## src/rtl/mips_ctrl_pkg.sv

```systemverilog
// Shared types and encodings for the multicycle MIPS control unit.
// Build option: MULTICYCLE_BNE_EN adds bne (opcode 0x05) as a branch.
package mips_ctrl_pkg;

  typedef enum logic [3:0] {
    StFetch    = 4'd0,
    StDecode   = 4'd1,
    StMemAddr  = 4'd2,
    StMemRead  = 4'd3,
    StMemWb    = 4'd4,
    StMemWrite = 4'd5,
    StRExec    = 4'd6,
    StRWb      = 4'd7,
    StBranch   = 4'd8,
    StJump     = 4'd9,
    StIExec    = 4'd10,
    StIWb      = 4'd11
  } state_e;

  localparam logic [5:0] OpRtype = 6'h00;
  localparam logic [5:0] OpJ     = 6'h02;
  localparam logic [5:0] OpBeq   = 6'h04;
  localparam logic [5:0] OpBne   = 6'h05;
  localparam logic [5:0] OpAddi  = 6'h08;
  localparam logic [5:0] OpOri   = 6'h0D;
  localparam logic [5:0] OpLw    = 6'h23;
  localparam logic [5:0] OpSw    = 6'h2B;

  localparam logic [5:0] FunctJr = 6'h08;

  localparam logic [1:0] AluAdd   = 2'b00;
  localparam logic [1:0] AluSub   = 2'b01;
  localparam logic [1:0] AluFunct = 2'b10;
  localparam logic [1:0] AluImm   = 2'b11;

  localparam logic [1:0] SrcBReg    = 2'b00;
  localparam logic [1:0] SrcBFour   = 2'b01;
  localparam logic [1:0] SrcBImm    = 2'b10;
  localparam logic [1:0] SrcBImmSh2 = 2'b11;

  localparam logic [1:0] PcSrcAlu    = 2'b00;
  localparam logic [1:0] PcSrcAluOut = 2'b01;
  localparam logic [1:0] PcSrcJump   = 2'b10;

  typedef struct packed {
    logic       pc_write;
    logic       iord;
    logic       mem_read;
    logic       mem_write;
    logic       ir_write;
    logic       reg_write;
    logic       reg_dst;
    logic       mem_to_reg;
    logic       alu_src_a;
    logic [1:0] alu_src_b;
    logic [1:0] alu_op;
    logic [1:0] pc_source;
    logic       instr_done;
    logic       illegal_op;
  } ctrl_t;

  // DECODE successor; StFetch doubles as the "unsupported opcode" marker.
  function automatic state_e decode_next(input logic [5:0] opcode);
    state_e nxt;
    case (opcode)
      OpLw, OpSw:    nxt = StMemAddr;
      OpRtype:       nxt = StRExec;
      OpBeq:         nxt = StBranch;
`ifdef MULTICYCLE_BNE_EN
      OpBne:         nxt = StBranch;
`endif
      OpJ:           nxt = StJump;
      OpAddi, OpOri: nxt = StIExec;
      default:       nxt = StFetch;
    endcase
    return nxt;
  endfunction

  function automatic logic branch_taken(input logic [5:0] opcode, input logic zero);
`ifdef MULTICYCLE_BNE_EN
    return (opcode == OpBne) ? ~zero : zero;
`else
    return (opcode == OpBne) ? 1'b0 : zero;
`endif
  endfunction

endpackage

```

## src/rtl/mc_out_decode.sv

```systemverilog
// Combinational control-output decode for the multicycle MIPS controller.
// Honours MULTICYCLE_BNE_EN through the package helpers.
module mc_out_decode
  import mips_ctrl_pkg::*;
(
  input  state_e     state,
  input  logic [5:0] opcode,
  input  logic [5:0] funct,
  input  logic       zero,
  input  logic       mem_ready,
  output ctrl_t      ctrl
);

  always_comb begin
    ctrl = '0;
    case (state)
      StFetch: begin
        ctrl.mem_read  = 1'b1;
        ctrl.alu_src_b = SrcBFour;
        ctrl.alu_op    = AluAdd;
        ctrl.pc_source = PcSrcAlu;
        ctrl.ir_write  = mem_ready;
        ctrl.pc_write  = mem_ready;
      end
      StDecode: begin
        ctrl.alu_src_b  = SrcBImmSh2;
        ctrl.alu_op     = AluAdd;
        ctrl.illegal_op = (decode_next(opcode) == StFetch);
      end
      StMemAddr: begin
        ctrl.alu_src_a = 1'b1;
        ctrl.alu_src_b = SrcBImm;
        ctrl.alu_op    = AluAdd;
      end
      StMemRead: begin
        ctrl.mem_read = 1'b1;
        ctrl.iord     = 1'b1;
      end
      StMemWb: begin
        ctrl.reg_write  = 1'b1;
        ctrl.mem_to_reg = 1'b1;
        ctrl.instr_done = 1'b1;
      end
      StMemWrite: begin
        ctrl.mem_write  = 1'b1;
        ctrl.iord       = 1'b1;
        ctrl.instr_done = mem_ready;
      end
      StRExec: begin
        ctrl.alu_src_a = 1'b1;
        ctrl.alu_src_b = SrcBReg;
        ctrl.alu_op    = AluFunct;
      end
      StRWb: begin
        ctrl.reg_dst    = 1'b1;
        ctrl.reg_write  = (funct != FunctJr);
        ctrl.instr_done = 1'b1;
      end
      StBranch: begin
        ctrl.alu_src_a  = 1'b1;
        ctrl.alu_src_b  = SrcBReg;
        ctrl.alu_op     = AluSub;
        ctrl.pc_source  = PcSrcAluOut;
        ctrl.pc_write   = branch_taken(opcode, zero);
        ctrl.instr_done = 1'b1;
      end
      StJump: begin
        ctrl.pc_source  = PcSrcJump;
        ctrl.pc_write   = 1'b1;
        ctrl.instr_done = 1'b1;
      end
      StIExec: begin
        ctrl.alu_src_a = 1'b1;
        ctrl.alu_src_b = SrcBImm;
        ctrl.alu_op    = AluImm;
      end
      StIWb: begin
        ctrl.reg_write  = 1'b1;
        ctrl.instr_done = 1'b1;
      end
      default: ;
    endcase
  end

endmodule

```

## src/rtl/multicycle_control.sv

```systemverilog
// Multicycle MIPS controller: state register, next-state logic, output gating.
// Build option: MULTICYCLE_BNE_EN enables bne as a branch instruction.
module multicycle_control
  import mips_ctrl_pkg::*;
(
  input  logic       clk,
  input  logic       rst,
  input  logic [5:0] opcode,
  input  logic [5:0] funct,
  input  logic       zero,
  input  logic       mem_ready,
  output logic       pc_write,
  output logic       IorD,
  output logic       MemRead,
  output logic       MemWrite,
  output logic       IRWrite,
  output logic       RegWrite,
  output logic       RegDst,
  output logic       MemToReg,
  output logic       ALUSrcA,
  output logic [1:0] ALUSrcB,
  output logic [1:0] ALUOp,
  output logic [1:0] PCSource,
  output logic [3:0] state,
  output logic       instr_done,
  output logic       illegal_op
);

  state_e state_q, state_d;
  ctrl_t  ctrl, ctrl_out;

  always_comb begin
    state_d = StFetch;
    case (state_q)
      StFetch:    state_d = mem_ready ? StDecode : StFetch;
      StDecode:   state_d = decode_next(opcode);
      StMemAddr:  state_d = (opcode == OpLw) ? StMemRead : StMemWrite;
      StMemRead:  state_d = mem_ready ? StMemWb : StMemRead;
      StMemWrite: state_d = mem_ready ? StFetch : StMemWrite;
      StRExec:    state_d = StRWb;
      StIExec:    state_d = StIWb;
      default:    state_d = StFetch;
    endcase
  end

  always_ff @(posedge clk or posedge rst) begin
    if (rst) begin
      state_q <= StFetch;
    end else begin
      state_q <= state_d;
    end
  end

  mc_out_decode u_out_decode (
    .state     (state_q),
    .opcode    (opcode),
    .funct     (funct),
    .zero      (zero),
    .mem_ready (mem_ready),
    .ctrl      (ctrl)
  );

  // Outputs are forced low during reset so an aborted access never leaves an enable high.
  assign ctrl_out = rst ? '0 : ctrl;

  assign pc_write   = ctrl_out.pc_write;
  assign IorD       = ctrl_out.iord;
  assign MemRead    = ctrl_out.mem_read;
  assign MemWrite   = ctrl_out.mem_write;
  assign IRWrite    = ctrl_out.ir_write;
  assign RegWrite   = ctrl_out.reg_write;
  assign RegDst     = ctrl_out.reg_dst;
  assign MemToReg   = ctrl_out.mem_to_reg;
  assign ALUSrcA    = ctrl_out.alu_src_a;
  assign ALUSrcB    = ctrl_out.alu_src_b;
  assign ALUOp      = ctrl_out.alu_op;
  assign PCSource   = ctrl_out.pc_source;
  assign instr_done = ctrl_out.instr_done;
  assign illegal_op = ctrl_out.illegal_op;
  assign state      = state_q;

endmodule

```

## config.mk

```make
export PLATFORM = sky130hd
export DESIGN_NAME = multicycle_control
export DESIGN_NICKNAME = d
export VERILOG_FILES = /design/src/rtl/mips_ctrl_pkg.sv /design/src/rtl/mc_out_decode.sv /design/src/rtl/multicycle_control.sv
export SDC_FILE = /design/constraint.sdc
export NUM_CORES = 1
export LEC_CHECK = 0
export ABC_AREA = 1
export CAP_MARGIN = 25
export CORE_AREA = 5 5 42 44
export DETAILED_ROUTE_END_ITERATION = 12
export DIE_AREA = 0 0 47 49
export DONT_BUFFER_PORTS = 1
export PLACE_DENSITY = 0.62
export SETUP_SLACK_MARGIN = 0.05
export SLEW_MARGIN = 20
export SYNTH_ARGS = -nofsm -noshare
export SYNTH_HDL_FRONTEND = slang
export SYNTH_SLANG_ARGS = --single-unit
```

## constraint.sdc

```tcl
create_clock -name clk -period 1.5 [get_ports clk]
set_clock_uncertainty 0.05 [all_clocks]
set_input_delay 0.225 -clock clk [delete_from_list [all_inputs] [get_ports clk]]
set_output_delay 0.225 -clock clk [all_outputs]
set_load 0.05 [all_outputs]
```

==> results.py, run 1 <==
metrics = {
    "clock_network": {
        "cts_buffer_depth": 2,
        "numClockSinks": 4,
        "post_cts_resized": 27,
        "postCtsHoldBufs": 1,
        "numCtsBuffers": 3,
        "cts_max_level": 1,
        "ctsRootBufferMaster": "clkbuf_4",
        "cts_setup_buffers": 7,
    },
    "logic_synthesis": {
        "syn_nets": 139,
        "synth_area_um2": 607,
        "yosys.area.top_type": "nor2_1",
        "yosys-top-cells-area": "nor2_1 20%, nand2_1 19%, dfrtp_1 16%, inv_1 12%, nand3_1 11%",
        "synth-seq-cells": 4,
        "syn_inst": 123,
        "synth_warnings": 0,
        "ys_seq_area_share_pct": 16.5,
        "synth_top_area_share_pct": 19.8,
        "syn_area_per_cell_um2": 4.93,
        "synth.distinct_cells": 19,
    },
    "run_status": {
        "tool.error": "[ERROR DPL-0038] Utilization greater than 100%, impossible to legalize",
        "haltStage": "clock tree synthesis (4_1_cts)",
        "outcome": "aborted with a tool error",
    },
    "placed_design": {
        "dpl_cell_area_mm2": 0.00123,
        "dp.cells": 167,
        "gp_congestion": 0.894,
        "place_hpwl_mm": 1.82,
        "port_buffers": 0,
    },
    "floorplan": {
        "initial_core_util_pct": 43.3,
        "rows": 14,
        "ios": 37,
        "die_y_um": 49,
        "die_width_um": 47,
    },
}
through the flow:
| stage | setup TNS [ns] | setup slack (ns) |
|---|---|---|
| after floorplan | -1.24 | -0.143 |
| after global placement | -0.0372 | -0.0272 |
| after detailed placement | -0.131 | -0.0467 |
synth_stat cells:
cell type   n
a211oi_1    1
a21oi_1     3
a31oi_1     1
buf_2       1
clkbuf_1    1
dfrtp_1     4
inv_1      19
inv_2       3
nand2_1    30
nand2_2     2
nand3_1    13
nand4_1     3
nor2_1     32
nor2_2      1
nor3_1      3
nor3b_1     1
o21a_1      1
o21ai_0     3
or2_1       1
cell families after synthesis:
family / share of synthesized area (%)
AO/OA/AOI/OAI: 8.45
AND/OR/NAND/NOR: 60.0
flip-flops: 16.5
buffers and inverters: 15.1
==> inputs of run 2 (changes only) <==
CORE_AREA = 5 5 66 68   (was 5 5 42 44)
DIE_AREA = 0 0 71 73   (was 0 0 47 49)
PLACE_DENSITY = default   (was 0.62)
PLACE_DENSITY_LB_ADDON = 0.15   (was default)
SETUP_SLACK_MARGIN = default   (was 0.05)
==> run 2 against run 1 <==
The flow now finishes, with violations (negative setup slack). Area after synthesis did not move. Synthesized cell count unchanged.
==> results.py, run 2 <==
metrics = {
    "global_routing": {
        "grt_busiest_layer": "met2",
        "use_met1_pct": 10.5,
        "gr-total-overflow": 0,
        "grt_pass1_wl_mm": 4.03,
        "grtUsageTotal_pct": 9.55,
        "grt_use_met3_pct": 2.75,
        "grt_max_degree": 18,
        "antenna_found_initial": 0,
        "use_met2_pct": 17.2,
        "grt_pass1_vias": 964,
    },
    "floorplan": {
        "die_y_um": 73,
        "initial_core_util_pct": 16.0,
        "rows": 23,
        "die_width_um": 71,
        "fp.coreArea_mm2": 0.00380,
        "die_area_mm2": 0.00518,
        "ios": 37,
    },
    "final_layout": {
        "fill_cells": 415,
        "drive_gt1_share_pct": 61.3,
        "design_area_mm2": 0.00157,
        "layout.nets": 186,
        "syn_to_final_growth_pct": 159,
        "diodes": 0,
        "largest_reg_flops": 4,
        "final_cell_mix": "18 x nand2_1, 17 x buf_4, 15 x nor2_1",
        "final_common_cell": "nand2_1",
    },
    "route": {
        "wl_per_cell_um": 11.4,
        "dr_total_vias": 919,
        "detail-route-antenna-nets": 0,
        "drcViolationCount": 0,
        "via_per_inst": 4.22,
        "first_pass_iters": 4,
        "wirelength_mm": 2.48,
        "drt-initial-drc-count": 16,
    },
    "logic_synthesis": {
        "synth_compound_area_share_pct": 8.45,
        "ys_seq_area_share_pct": 16.5,
        "synth.most_common_cell": "nor2_1",
        "syn_area_per_cell_um2": 4.93,
        "muxShareOfSynthArea_pct": 0,
        "yosys-top-cells-area": "nor2_1 20%, nand2_1 19%, dfrtp_1 16%, inv_1 12%, nand3_1 11%",
        "synth_edf_count": 0,
        "synth_top_area_share_pct": 19.8,
        "synth_ff_type": "dfrtp_1",
        "syn_nets": 139,
        "synth_warnings": 0,
        "synth_area_um2": 607,
        "synth.distinct_cells": 19,
        "yosys.area_share.simple_pct": 60.0,
        "synth-seq-cells": 4,
        "synth-xor-area-share_pct": 0,
        "synth_top_family_by_area": "simple AND/OR/NAND/NOR gates",
        "syn_inst": 123,
        "synth-adder-area-share_pct": 0,
        "synthArstFlopShare_pct": 100,
        "ys_top_cells_by_count": "32 x nor2_1, 30 x nand2_1, 19 x inv_1",
        "yosys.area.top_type": "nor2_1",
    },
    "worst_setup_path": {
        "r2r_cells": 8,
        "worstReg2RegEnd": "state[2]$_DFF_PP0_",
        "slowest_stage": "dfrtp_2",
        "critPathCaptureType": "output pin",
        "crit_family": "flip-flops",
        "path_max_fanout": 5,
        "startpoint_type": "register",
        "slowest_delay_ns": 0.47,
        "path_buf_inv": 2,
        "path_cells": "nor2_4 -> nand4_1 -> nand2_1 -> inv_2 -> a21oi_4 -> buf_12",
        "reg2reg_slack_ns": 0.05,
        "rr_startpoint": "state[0]$_DFF_PP0_",
        "critPathRequiredTime_ns": 1.22,
        "crit_cells": 6,
        "setup.worst_path.class": "register to output pin",
        "worst-endpoint-arrival_ns": 1.45,
    },
    "timing": {
        "period_share_pct": 115,
        "max_freq_mhz": 580,
        "tightest_slew_ns": 0.253,
        "finalSetupTns_ns": -2.61,
        "report.final.hold_viol_count": 0,
        "setup_viol": 17,
        "rsz0062_at_grt": "true",
        "drv_slew": 0,
        "timing.slew.headroom_pct": 83.1,
        "finalWorstSetupSlack_ns": -0.224,
        "period_needed_ns": 1.72,
    },
    "worst_hold_path": {
        "hold_class": "primary input to register",
        "holdCritStartpoint": "opcode[5]",
        "whs_path_depth": 3,
        "min_to": "state[2]$_DFF_PP0_",
    },
    "pwr": {
        "switching_share_pct": 45.9,
        "internal_power_uw": 650,
        "seqPwrFrac_pct": 13.3,
        "p_leak_nw": 0.715,
        "switchingPower_uw": 551,
        "total_power_mw": 1.20,
        "powerDensity_mw_per_mm2": 765,
        "p_comb_share_pct": 68.4,
        "power.share.clock_pct": 18.3,
        "peakVddDrop_v": 0.000230,
    },
    "placed_design": {
        "port_buffers": 0,
        "place_hpwl_mm": 1.95,
        "gp_congestion": 0.801,
        "dpl_cell_area_mm2": 0.00123,
    },
    "clock_network": {
        "tritoncts": "built",
        "cts_max_level": 1,
        "numClockSinks": 4,
        "cts_buffer_depth": 2,
        "ctsRootBufferMaster": "clkbuf_8",
        "numCtsBuffers": 3,
        "clk_pin_slew_ns": 0.03,
        "clk_latency_ns": 0.21,
    },
    "job": {
        "maxCapViolCount": 0,
    },
    "run_status": {
        "outcome": "complete, but fails checks",
        "violations": "negative setup slack",
    },
}
## run 2: metrics by stage
stage / util, % / setup WS [ns] / std cells / hold slack [ns]
detailed placement: 32.3 / -0.0188 / 204 / -0.0346
global placement: 32.3 / -0.0316 / 204 / -0.0346
floorplan: - / -0.159 / 123 / 0.152
CTS: 38.8 / -0.213 / 214 / 0.269
finish: 41.3 / -0.224 / 218 / 0.267
global route: 41.3 / -0.298 / 218 / 0.304
## run 2: repair_timing
item                                    in CTS  in global routing
endpoints found under the hold margin        4                  0
resized for setup                           43                 18
endpoints found under the setup margin      17                 18
hold buffers                                 1                  0
buffers inserted                             6                  4
pin swaps                                   17                 13
## run 2: final cells by class
| cell class | count | area, um^2 | share of cell area [%] |
|---|---|---|---|
| inverter | 22 | 101 | 6.45 |
| clock buffer | 3 | 41.3 | 2.63 |
| tap | 50 | 62.6 | 3.98 |
| multi-input combinational | 95 | 707 | 45.0 |
| sequential | 4 | 105 | 6.69 |
| timing repair buffer | 44 | 553 | 35.2 |
## run 2: how the worst max path moves through the flow
stage | startpoint | to | slack, ns
after CTS | state[2]$_DFF_PP0_ | ALUOp[1] | -0.21
final | state[3]$_DFF_PP0_ | pc_write | -0.22
after global routing | state[3]$_DFF_PP0_ | pc_write | -0.30
after global placement | state[3]$_DFF_PP0_ | pc_write | -0.03
after detailed placement | state[3]$_DFF_PP0_ | pc_write | -0.02
after floorplan | state[3]$_DFF_PP0_ | MemToReg | -0.16
## run 2: per-layer routing
metal	vias to the layer above	share of wire, %
met5	-	0
met4	0	1.2
met3	2	7.5
met2	30	52
met1	413	39
li1	474	-
## run 2: cells by family after synthesis
kind of cell	after synthesis
AO/OA/AOI/OAI	9
buffers and inverters	24
AND/OR/NAND/NOR	86
flip-flops	4
## run 2: tightest hold or removal path, cell delays in order
cell and delay (ns):
nand4_1 0.11, nand3_1 0.08, nand3_1 0.08
## run 2: power by group through the flow
stage          Sequential, mW  Clock, mW  Combinational [mW]
3_3_place_gp            0.148          0               0.638
6_report                0.160      0.220               0.822
2_1_floorplan           0.192          0               0.361
3_5_place_dp            0.148          0               0.638
4_1_cts                 0.154      0.225               0.756
5_1_grt                 0.162      0.235               0.871
Power figures use the tool's default switching activity.
==> inputs of run 3 (changes only) <==
CORE_AREA = 2 2 63 65   (was 5 5 66 68)
DIE_AREA = 0 0 65 67   (was 0 0 71 73)
SKIP_LAST_GASP = 1   (was default)
==> run 3 against run 2 <==
The run still ends with negative setup slack left. Sequential power about the same. Design area decreased by 3.1%. Core utilization increased by 0.86 points. Critical path depth increased by 1. Worst setup slack improved by 0.0082 ns.
==> results.py, run 3 (same netlist as run 2, synthesis figures left out) <==
metrics = {
    "pwr": {
        "p_leak_nw": 0.699,
        "p_comb_share_pct": 68.5,
        "switching_share_pct": 46.3,
        "internal_power_uw": 650,
        "powerDensity_mw_per_mm2": 795,
        "power.share.clock_pct": 18.3,
        "switchingPower_uw": 560,
        "peakVddDrop_v": 0.000175,
        "seqPwrFrac_pct": 13.2,
    },
    "global_routing": {
        "gr-total-overflow": 0,
        "antenna_found_initial": 0,
        "grt_max_degree": 18,
        "grtUsageTotal_pct": 11.4,
        "grt_pass1_vias": 930,
        "grt_pass1_wl_mm": 3.88,
    },
    "worst_setup_path": {
        "slowest_delay_ns": 0.40,
        "path_common_cell": "nor2_4",
        "critPathCaptureType": "output pin",
        "slowest_stage": "dfrtp_2",
        "setup.worst_path.class": "register to output pin",
        "startpoint_type": "register",
        "critPathRequiredTime_ns": 1.22,
        "path_max_fanout": 5,
        "worst-endpoint-arrival_ns": 1.44,
        "path_cells": "clkinv_4 -> nor2_4 -> nand2_4 -> nand2_2 -> inv_1 -> nor2_4 -> buf_12",
    },
    "timing": {
        "max_freq_mhz": 583,
        "holdWs_ns": 0.281,
        "period_share_pct": 114,
        "finalSetupTns_ns": -2.67,
        "drv_slew": 0,
        "tightest_slew_ns": 0.250,
        "rsz0062_at_grt": "true",
        "setup_viol": 17,
        "report.final.hold_viol_count": 0,
        "finalWorstSetupSlack_ns": -0.216,
        "timing.slew.headroom_pct": 83.3,
        "period_needed_ns": 1.72,
    },
    "final_layout": {
        "drive_gt1_share_pct": 59.9,
        "fin_util_pct": 42.2,
        "layout.nets": 180,
        "final_cell_mix": "17 x nand2_1, 16 x buf_4, 14 x inv_1, 14 x nor2_1, 14 x buf_12",
        "multiInputGateArea_um2": 722,
        "largest_reg_flops": 4,
        "final_common_cell": "nand2_1",
        "syn_to_final_growth_pct": 151,
        "fill_cells": 387,
        "seq_area_um2": 105,
        "diodes": 0,
    },
    "route": {
        "dr_total_vias": 911,
        "first_pass_iters": 4,
        "via_per_inst": 4.34,
        "drt-initial-drc-count": 14,
        "wirelength_mm": 2.27,
        "wl_per_cell_um": 10.8,
        "drcViolationCount": 0,
        "detail-route-antenna-nets": 0,
    },
    "placed_design": {
        "place_hpwl_mm": 1.85,
        "gp_congestion": 0.841,
        "port_buffers": 0,
        "pre_cts_slack_ns": -0.0479,
    },
    "run_status": {
        "outcome": "complete, but fails checks",
        "violations": "negative setup slack",
    },
    "clock_network": {
        "numClockSinks": 4,
        "numCtsBuffers": 3,
        "ctsRootBufferMaster": "clkbuf_8",
        "clk_pin_slew_ns": 0.03,
        "cts_max_level": 1,
        "tritoncts": "built",
        "cts_buffer_depth": 2,
        "clk_latency_ns": 0.21,
    },
    "floorplan": {
        "ios": 37,
        "rows": 22,
        "die_area_mm2": 0.00436,
        "fp.coreArea_mm2": 0.00361,
        "die_y_um": 67,
        "initial_core_util_pct": 16.8,
        "die_width_um": 65,
    },
    "job": {
        "maxCapViolCount": 0,
    },
    "worst_hold_path": {
        "hold_class": "primary input to register",
    },
}
run 3: through the flow:
stage / total power, mW / area, um^2 / instances
after floorplan: 0.553 / 763 / 123
after global placement: 0.790 / 1220 / 201
after detailed placement: 0.797 / 1220 / 201
after CTS: 1.17 / 1450 / 208
after global routing: 1.29 / 1520 / 210
final: 1.21 / 1520 / 210
run 3: final cells by class:
| cell class | instances | share of cell area, % |
|---|---|---|
| multi-input cells | 95 | 47.5 |
| repair buffers | 38 | 32.2 |
| flip-flops and latches | 4 | 6.91 |
| inverters | 22 | 6.83 |
| well taps | 48 | 3.95 |
| clock buffers | 3 | 2.71 |
run 3: path summary, 6_finish.rpt:
| path | from | endpoint | slack [ns] | cells past startpoint |
|---|---|---|---|---|
| max in group asynchronous | rst | state[2]$_DFF_PP0_ | 0.90 | 2 |
| max reg2reg | state[3]$_DFF_PP0_ | state[2]$_DFF_PP0_ | 0.02 | 7 |
| min in group asynchronous | rst | state[1]$_DFF_PP0_ | 0.32 | 2 |
| min reg2reg | state[0]$_DFF_PP0_ | state[3]$_DFF_PP0_ | 0.66 | 3 |
| min | mem_ready | state[2]$_DFF_PP0_ | 0.28 | 4 |
| max | state[1]$_DFF_PP0_ | ALUOp[1] | -0.22 | 7 |
run 3: timing repair:
| action | in CTS | in global routing |
|---|---|---|
| setup buffers | 3 | 2 |
| endpoints found under the hold margin | 4 | 0 |
| gates resized for setup | 46 | 9 |
| hold buffers | 1 | 0 |
| pin swaps | 18 | 7 |
| setup endpoints to repair | 17 | 17 |
run 3: critical path: cells and delay by family (launching register included):
kind,cells,cell delay [ns]
and+or+nand+nor,4,0.51
DFF,1,0.40
buffers and inverters,3,0.31
run 3: power by group through the flow:
| stage | combinational, mW | sequential [mW] | clock (mW) |
|---|---|---|---|
| finish | 0.829 | 0.160 | 0.221 |
| global route | 0.880 | 0.163 | 0.243 |
| CTS | 0.782 | 0.159 | 0.227 |
| detailed placement | 0.647 | 0.150 | 0 |
| global placement | 0.642 | 0.148 | 0 |
| floorplan | 0.361 | 0.192 | 0 |
run 3: layer usage:
metal  vias up  GRT usage, %  share of wire, %
li1        461             -                 -
met1       423          12.8                40
met2        27          21.5                54
met3         0          3.04               5.7
met4         0          2.39                 0
met5         -             0                 0
==> inputs of run 4 (changes only) <==
ABC_AREA = default   (was 1)
==> run 4 against run 3 <==
The flow still finishes with violations (negative setup slack). Synthesized cell count fell by 28%. Highest routed layer unchanged. Wire length rose by 24%. Critical path depth fell by 3. Register-to-register slack got worse by 0.35 ns. Worst setup slack got worse by 0.17 ns. Sequential share of layout area fell by 0.66 points. Count of clock-buffer cells in the layout did not move. Worst hold slack got worse by 0.12 ns. Critical endpoint is now illegal_op. Area after synthesis rose by 1.0%. Die area did not move.
==> results.py, run 4 <==
metrics = {
    "final_layout": {
        "syn_to_final_growth_pct": 174,
        "design_area_mm2": 0.00168,
        "seq_area_um2": 105,
        "fill_cells": 350,
        "final_cell_mix": "23 x buf_4, 15 x buf_12, 11 x buf_6",
        "final_common_cell": "buf_4",
        "layout.nets": 154,
        "multiInputGateArea_um2": 805,
        "drive_gt1_share_pct": 71.3,
        "diodes": 0,
        "largest_reg_flops": 4,
    },
    "worst_hold_path": {
        "holdCritStartpoint": "opcode[4]",
        "hold_class": "primary input to register",
    },
    "timing": {
        "setup_viol": 20,
        "rsz0062_at_grt": "true",
        "timing.slew.headroom_pct": 80.2,
        "finalWorstSetupSlack_ns": -0.385,
        "period_share_pct": 126,
        "drv_slew": 0,
        "holdWs_ns": 0.158,
        "period_needed_ns": 1.88,
        "report.final.hold_viol_count": 0,
        "tightest_slew_ns": 0.295,
        "max_freq_mhz": 531,
    },
    "worst_setup_path": {
        "startpoint": "state[1]$_DFF_PP0_",
        "worst-endpoint-arrival_ns": 1.61,
        "reg2reg_slack_ns": -0.33,
        "slowest_stage": "dfrtp_2",
        "startpoint_type": "register",
        "setup.worst_path.class": "register to output pin",
        "rr_startpoint": "state[1]$_DFF_PP0_",
        "path_cells": "nand2b_4 -> or3_4 -> nor4b_4 -> buf_12",
        "path_buf_inv": 1,
        "crit_family": "simple AND/OR/NAND/NOR gates",
        "slowest_delay_ns": 0.43,
        "path_max_fanout": 4,
        "critPathCaptureType": "output pin",
        "critPathRequiredTime_ns": 1.22,
    },
    "route": {
        "detail-route-antenna-nets": 0,
        "drt-initial-drc-count": 29,
        "via_per_inst": 4.74,
        "wirelength_mm": 2.82,
        "wl_per_cell_um": 15.3,
        "drcViolationCount": 0,
        "first_pass_iters": 4,
        "dr_total_vias": 873,
    },
    "job": {
        "maxCapViolCount": 0,
    },
    "pwr": {
        "internal_power_uw": 589,
        "switching_share_pct": 39.7,
        "total_power_uw": 978,
        "power.share.clock_pct": 23.0,
        "switchingPower_uw": 388,
        "peakVddDrop_v": 0.000295,
        "powerDensity_mw_per_mm2": 581,
        "seqPwrFrac_pct": 13.1,
        "p_comb_share_pct": 63.8,
        "p_leak_nw": 0.608,
    },
    "placed_design": {
        "gp_congestion": 0.718,
        "port_buffers": 0,
        "dpl_cell_area_mm2": 0.00130,
        "place_hpwl_mm": 2.08,
        "pre_cts_slack_ns": -0.206,
    },
    "floorplan": {
        "die_area_mm2": 0.00436,
        "initial_core_util_pct": 17.0,
        "fp.coreArea_mm2": 0.00361,
        "rows": 22,
        "ios": 37,
        "die_y_um": 67,
        "die_width_um": 65,
    },
    "logic_synthesis": {
        "syn_inst": 88,
        "ys_seq_area_share_pct": 16.3,
        "syn_nets": 104,
        "synth.distinct_cells": 34,
        "syn_area_per_cell_um2": 6.97,
        "synth_edf_count": 0,
        "synth_top_area_share_pct": 16.3,
        "ys_top_cells_by_count": "10 x nor2_1, 10 x nor3_1, 6 x o21ai_1",
        "yosys-top-cells-area": "dfrtp_1 16%, nor3_1 8.2%, nor2_1 6.1%, and3_1 5.1%, nor4_1 5.1%",
        "synth_ff_type": "dfrtp_1",
        "synthArstFlopShare_pct": 100,
        "synth_warnings": 0,
        "yosys.area.top_type": "dfrtp_1",
        "synth-seq-cells": 4,
        "synth_area_um2": 613,
    },
    "clock_network": {
        "numClockSinks": 4,
        "clk_pin_slew_ns": 0.03,
        "tritoncts": "built",
        "numCtsBuffers": 3,
        "cts_buffer_depth": 2,
        "ctsRootBufferMaster": "clkbuf_8",
        "clk_latency_ns": 0.22,
        "cts_max_level": 1,
    },
    "global_routing": {
        "grt_pass1_vias": 870,
        "grt_pass1_wl_mm": 4.42,
        "grtUsageTotal_pct": 13.5,
        "grt_max_degree": 11,
        "antenna_found_initial": 0,
        "gr-total-overflow": 0,
    },
    "run_status": {
        "outcome": "complete, but fails checks",
        "violations": "negative setup slack",
    },
}
[run 4: changes by cell type in the layout (fill, tap and decap cells not counted), moves of 4 or more]
cell	previous run	this run
nand2_4	8	0
nor2_2	6	1
inv_1	14	0
nor2_1	14	7
buf_6	7	11
nor2_4	13	2
nor4_4	0	4
nand3_1	10	0
nand2_2	6	0
nand2_1	17	2
nor3_1	0	6
buf_4	16	23
[run 4: layout make-up]
class,count,share of cell area (%)
inverters,5,2.97
repair buffers,51,37.0
clock buffers,3,2.45
flip-flops and latches,4,6.25
multi-input cells,73,47.8
well taps,48,3.57
[run 4: worst paths after layout]
kind | end | cells past startpoint
min in group asynchronous | state[0]$_DFF_PP0_ | 2
setup reg to reg | state[2]$_DFF_PP0_ | 5
setup / recovery | illegal_op | 4
hold / removal | state[1]$_DFF_PP0_ | 3
hold reg to reg | state[3]$_DFF_PP0_ | 2
max in group asynchronous | state[3]$_DFF_PP0_ | 2
[run 4: per-stage QoR]
stage                     instances  setup TNS, ns  util [%]
after floorplan                  88          -5.36         -
after detailed placement        167          -1.66      35.9
after CTS                       174          -4.14      41.7
after global placement          167          -1.48      35.9
final                           184          -4.53      46.7
after global routing            184          -5.45      46.7
[run 4: layer usage]
metal  routed length (um)  part of all wire [%]  vias to the layer above  global-route usage [%]
met5                    0                     0                        -                       0
met4                    0                     0                        0                    3.99
met3                  191                   6.8                        0                    3.04
met2                 1510                    53                       27                    23.5
met1                 1120                    40                      408                    16.4
li1                     -                     -                      438                       -
[run 4: power groups by stage]
stage	Sequential, mW	Clock [mW]	Combinational (mW)
floorplan	0.157	0	0.307
global placement	0.131	0	0.470
detailed placement	0.131	0	0.471
CTS	0.130	0.230	0.518
global route	0.129	0.242	0.657
finish	0.128	0.225	0.624
[run 4: timing repair]
item,in CTS,in global routing
setup endpoints to repair,20,21
pin swaps,13,11
resized for setup,29,19
hold buffers,1,0
buffers inserted,5,11
endpoints found under the hold margin,4,0
[run 4: kinds of logic (layout without fill, tap and decap cells)]
kind of cell	Yosys count	count (layout)	share of synthesized area, %
simple gates	50	50	48.6
compound gates	20	20	23.9
buf+inv	11	59	6.94
flops	4	4	16.3
xor+xnor	3	3	4.29
[run 4: worst reg2reg max path, cell delays in order (launching register included)]
cell and delay [ns]:
dfrtp_2 0.43, nand2b_4 0.15, or3_4 0.36, buf_6 0.13, or4_4 0.43, o221ai_2 0.19
